[src/rtl/mult_control.sv]
// Control FSM for an 8x8 multiplier built from one 4x4 multiplier and a shifting accumulator.
// Optional ERR state enabled by defining MULT_CONTROL_ERR_EN; otherwise violations return to IDLE.
module mult_control (
  input  logic       clk,
  input  logic       reset_a,
  input  logic       start,
  input  logic [1:0] count,
  output logic [1:0] input_sel,
  output logic [1:0] shift_sel,
  output logic [2:0] state_out,
  output logic       done,
  output logic       clk_ena,
  output logic       sclr_n
);

  typedef enum logic [2:0] {
    StIdle     = 3'b000,
    StLsb      = 3'b001,
    StMid      = 3'b010,
    StMsb      = 3'b011,
    StCalcDone = 3'b100,
    StErr      = 3'b101
  } state_e;

`ifdef MULT_CONTROL_ERR_EN
  localparam state_e FailState = StErr;
`else
  localparam state_e FailState = StIdle;
`endif

  state_e r_state;
  state_e w_state_d;

  always_ff @(posedge clk) begin
    if (reset_a) begin
      r_state <= StIdle;
    end else begin
      r_state <= w_state_d;
    end
  end

  always_comb begin
    w_state_d = r_state;
    input_sel = 2'b00;
    shift_sel = 2'b00;
    done      = 1'b0;
    clk_ena   = 1'b0;
    sclr_n    = 1'b1;
    state_out = r_state;

    unique case (r_state)
      StIdle: begin
        if (start) begin
          w_state_d = StLsb;
          clk_ena   = 1'b1;
          sclr_n    = 1'b0;
        end
      end
      StLsb: begin
        if (!start && count == 2'b00) begin
          w_state_d = StMid;
          clk_ena   = 1'b1;
        end else begin
          w_state_d = FailState;
        end
      end
      StMid: begin
        if (!start && count == 2'b01) begin
          w_state_d = StMid;
          input_sel = 2'b01;
          shift_sel = 2'b01;
          clk_ena   = 1'b1;
        end else if (!start && count == 2'b10) begin
          w_state_d = StMsb;
          input_sel = 2'b10;
          shift_sel = 2'b01;
          clk_ena   = 1'b1;
        end else begin
          w_state_d = FailState;
        end
      end
      StMsb: begin
        if (!start && count == 2'b11) begin
          w_state_d = StCalcDone;
          input_sel = 2'b11;
          shift_sel = 2'b10;
          clk_ena   = 1'b1;
        end else begin
          w_state_d = FailState;
        end
      end
      StCalcDone: begin
        if (!start) begin
          w_state_d = StIdle;
          done      = 1'b1;
        end else begin
          w_state_d = FailState;
        end
      end
`ifdef MULT_CONTROL_ERR_EN
      StErr: begin
        if (start) begin
          w_state_d = StLsb;
          clk_ena   = 1'b1;
          sclr_n    = 1'b0;
        end
      end
`endif
      default: begin
        w_state_d = StIdle;
      end
    endcase

    // Reset masks every output, including the debug state code.
    if (reset_a) begin
      input_sel = 2'b00;
      shift_sel = 2'b00;
      done      = 1'b0;
      clk_ena   = 1'b0;
      sclr_n    = 1'b1;
      state_out = 3'b000;
    end
  end

endmodule

[config.mk]
export PLATFORM = sky130hd
export DESIGN_NAME = mult_control
export DESIGN_NICKNAME = d
export VERILOG_FILES = /design/src/rtl/mult_control.sv
export SDC_FILE = /design/constraint.sdc
export NUM_CORES = 1
export LEC_CHECK = 0
export ABC_AREA = 1
export CORE_AREA = 2 2 39 41
export CTS_CLUSTER_DIAMETER = 120
export CTS_CLUSTER_SIZE = 28
export DETAILED_ROUTE_END_ITERATION = 8
export DIE_AREA = 0 0 41 43
export MAX_ROUTING_LAYER = met4
export PLACE_DENSITY = 0.58
export SLEW_MARGIN = 10
export SYNTH_ARGS = -nofsm -noshare
export SYNTH_HDL_FRONTEND = slang
export SYNTH_SLANG_ARGS = --single-unit
[constraint.sdc]
create_clock -name clk -period 1.2 [get_ports clk]
set_input_delay 0.3 -clock clk [delete_from_list [all_inputs] [get_ports clk]]
set_output_delay 0.3 -clock clk [all_outputs]
set_load 0.005 [all_outputs]
==> impl_metrics.env <==
export IMPL_outcome="complete, but fails checks"
export IMPL_violations="setup timing"
export IMPL_reg2reg_depth=6
export IMPL_num_antenna_cells=0
export IMPL_grt_max_degree=6
export IMPL_syn_nets=52
export IMPL_clkLatencyLatePin_ns=0.24
export IMPL_required_ns=0.90
export IMPL_cts_root_buf="clkbuf_4"
export IMPL_grt_pass1_vias=423
export IMPL_dr_pass1_iters=3
export IMPL_rows=14
export IMPL_setup_slack_ns=-0.313
export IMPL_synth_seq_cells=3
export IMPL_postSynthCellCount=47
export IMPL_rsz0062_at_grt="true"
export IMPL_relSlewSlack=0.837
export IMPL_p_leak_nw=0.350
export IMPL_critPathCaptureType="output port"
export IMPL_multi_input_area_um2=240
export IMPL_reg2reg_from="r_state[2]"
export IMPL_combPwrFrac=0.269
export IMPL_period_share=1.26
export IMPL_largestRegisters="r_state (3)"
export IMPL_cts_tree="done"
export IMPL_max_freq_mhz=661
export IMPL_vdd_drop_max_v=0.000433
export IMPL_track_usage=0.147
export IMPL_ios=15
export IMPL_area_growth_pct=143
export IMPL_clockPowerShare=0.470
export IMPL_cts_buffers=3
export IMPL_regArea_um2=68.8
export IMPL_drt_total_wl_um=1080
export IMPL_detail_route_antenna_nets=0
export IMPL_path_max_fanout=3
export IMPL_p_seq_frac=0.261
export IMPL_async_flop_share=0
export IMPL_yosys_area_top_type="dfxtp_1"
export IMPL_cp_arrival_ns=1.21
export IMPL_wl_per_cell_um=10.8
export IMPL_final_setup_skew_ns=0.00487
export IMPL_syn_avg_cell_area_um2=5.72
export IMPL_place_ws_ns=-0.984
export IMPL_r2r_end="r_state[0]"
export IMPL_clk_pin_slew_worst_paths_ns=0.04
export IMPL_cp_start_kind="flop"
export IMPL_drt_initial_drc_count=5
export IMPL_period_needed_ns=1.51
export IMPL_reg2reg_slack_ns=0.06
export IMPL_synth_area_um2=269
export IMPL_regMostFlops="r_state"
export IMPL_p_switching_mw=0.115
export IMPL_coreArea_mm2=0.00138
export IMPL_dpl_hpwl_um=685
export IMPL_initial_utilization=0.194
export IMPL_whs_endpoint="r_state[0]"
export IMPL_final_layout_size_suffix_gt1_frac=0.738
export IMPL_final_max_slew_viol_count=0
export IMPL_clock_path_buffers=2
export IMPL_power_density_mw_per_mm2=597
export IMPL_final_area_um2=653
export IMPL_fill_cells=153
export IMPL_synth_ff_type="dfxtp_1"
export IMPL_largest_reg_flops=3
export IMPL_hold_violations=0
export IMPL_die_area_mm2=0.00176
export IMPL_finalSetupViolations=10
export IMPL_netlist_top_cells_count="nand2_1, nor2_1, inv_1"
export IMPL_ys_top_cells_by_area="dfxtp_1, nand2_1, nor2_1, inv_1, nand3_1"
export IMPL_hold_path_startpoint="start"
export IMPL_final_nets=90
export IMPL_vias=411
export IMPL_synth_distinct_cells=17
export IMPL_fp_dieW_um=41
export IMPL_holdPathStages=5
export IMPL_synth_top_area_frac=0.223
export IMPL_htreeDepth=1
export IMPL_p_sw_frac=0.294
export IMPL_synth_warnings=0
export IMPL_grt_pass1_wl_um=1670
export IMPL_vias_per_cell=4.11
export IMPL_clock_sinks=3
export IMPL_worst_slew_pin_transition_ns=0.242
export IMPL_internal_power_mw=0.275
export IMPL_antenna_found_initial=0
export IMPL_placed_cell_area_um2=523
export IMPL_drc=0
export IMPL_critPathKind="flop to output port"
export IMPL_io_buffers=14
export IMPL_synth_edf_count=0
export IMPL_gp_congestion=0.810
export IMPL_grt_overflow=0
export IMPL_ys_seq_area_frac=0.223
export IMPL_fp_dieH_um=43
export IMPL_drv_cap=0
export IMPL_holdBufCountCts=0
export IMPL_hold_path_class="input pin to flop"
==> what timing repair did <==
item                                    4_1_cts  5_1_grt
endpoints found under the setup margin       12       10
setup buffers                                 8        1
pin swaps                                    12        6
gates resized for setup                      77       10
==> per-layer routing <==
layer | up-vias | routed length, um | part of all wire | track usage
met3 | 0 | 55 | 0.051 | 0.0314
met1 | 183 | 444 | 0.41 | 0.163
li1 | 217 | - | - | -
met5 | - | 0 | 0 | -
met4 | 0 | 0 | 0 | 0.0600
met2 | 11 | 575 | 0.53 | 0.241
==> power groups by stage <==
| stage | Combinational (mW) | Sequential [mW] | Clock (mW) |
|---|---|---|---|
| after floorplan | 0.0308 | 0.106 | 0 |
| after global placement | 0.0852 | 0.105 | 0 |
| after detailed placement | 0.0848 | 0.106 | 0 |
| after CTS | 0.0977 | 0.101 | 0.188 |
| after global routing | 0.115 | 0.102 | 0.194 |
| final | 0.105 | 0.102 | 0.183 |
==> critical path, stage by stage, from the launching register on <==
cell     delay [ns]
dfxtp_4        0.36
inv_4          0.07
nand3_4        0.07
or2_4          0.24
a21oi_2        0.12
buf_2          0.12
==> final cells by class <==
cell class | instances | area share
flip-flops and latches | 3 | 0.105
clock buffers | 4 | 0.0402
inverters | 10 | 0.0690
repair buffers | 34 | 0.387
multi-input cells | 33 | 0.368
well taps | 16 | 0.0307
==> worst max path at each step <==
stage               start  slack, ns      endpoint
6_report       r_state[2]      -0.31  input_sel[1]
5_1_grt        r_state[2]      -0.37       clk_ena
4_1_cts        r_state[2]      -0.30  input_sel[0]
3_5_place_dp        start      -0.98  input_sel[0]
3_3_place_gp        start      -0.98       clk_ena
2_1_floorplan  r_state[0]       0.05  input_sel[1]
==> cell families after synthesis <==
group / count (synthesis) / synth area share
and+or+nand+nor: 29 / 0.521
buffers and inverters: 11 / 0.153
AOI/OAI and AO/OA: 4 / 0.102
DFF: 3 / 0.223
==> stage by stage <==
step,power (mW),utilization,hold slack (ns),cells,TNS [ns]
global placement,0.191,0.378,0.610,89,-8.81
CTS,0.388,0.453,0.535,100,-1.95
floorplan,0.136,-,0.484,47,0
finish,0.390,0.472,0.551,100,-1.89
global route,0.410,0.472,0.567,100,-2.34
detailed placement,0.190,0.378,0.611,89,-8.89
==> placed cells by master (no fill, tap or decap), types with 2 or more instances in the layout <==
cell      netlist  layout
buf_6           0       6
inv_2           1       4
nand3_2         1       2
nor2_2          0       2
buf_4           0      14
nor2_4          0       3
inv_4           0       3
buf_2           0      11
dfxtp_4         0       2
nor2_1         10       5
inv_1           9       3
nand2_1        10       7
nand2_2         0       2
clkbuf_4        0       3
Note: power is estimated with default switching activity, not from simulation.
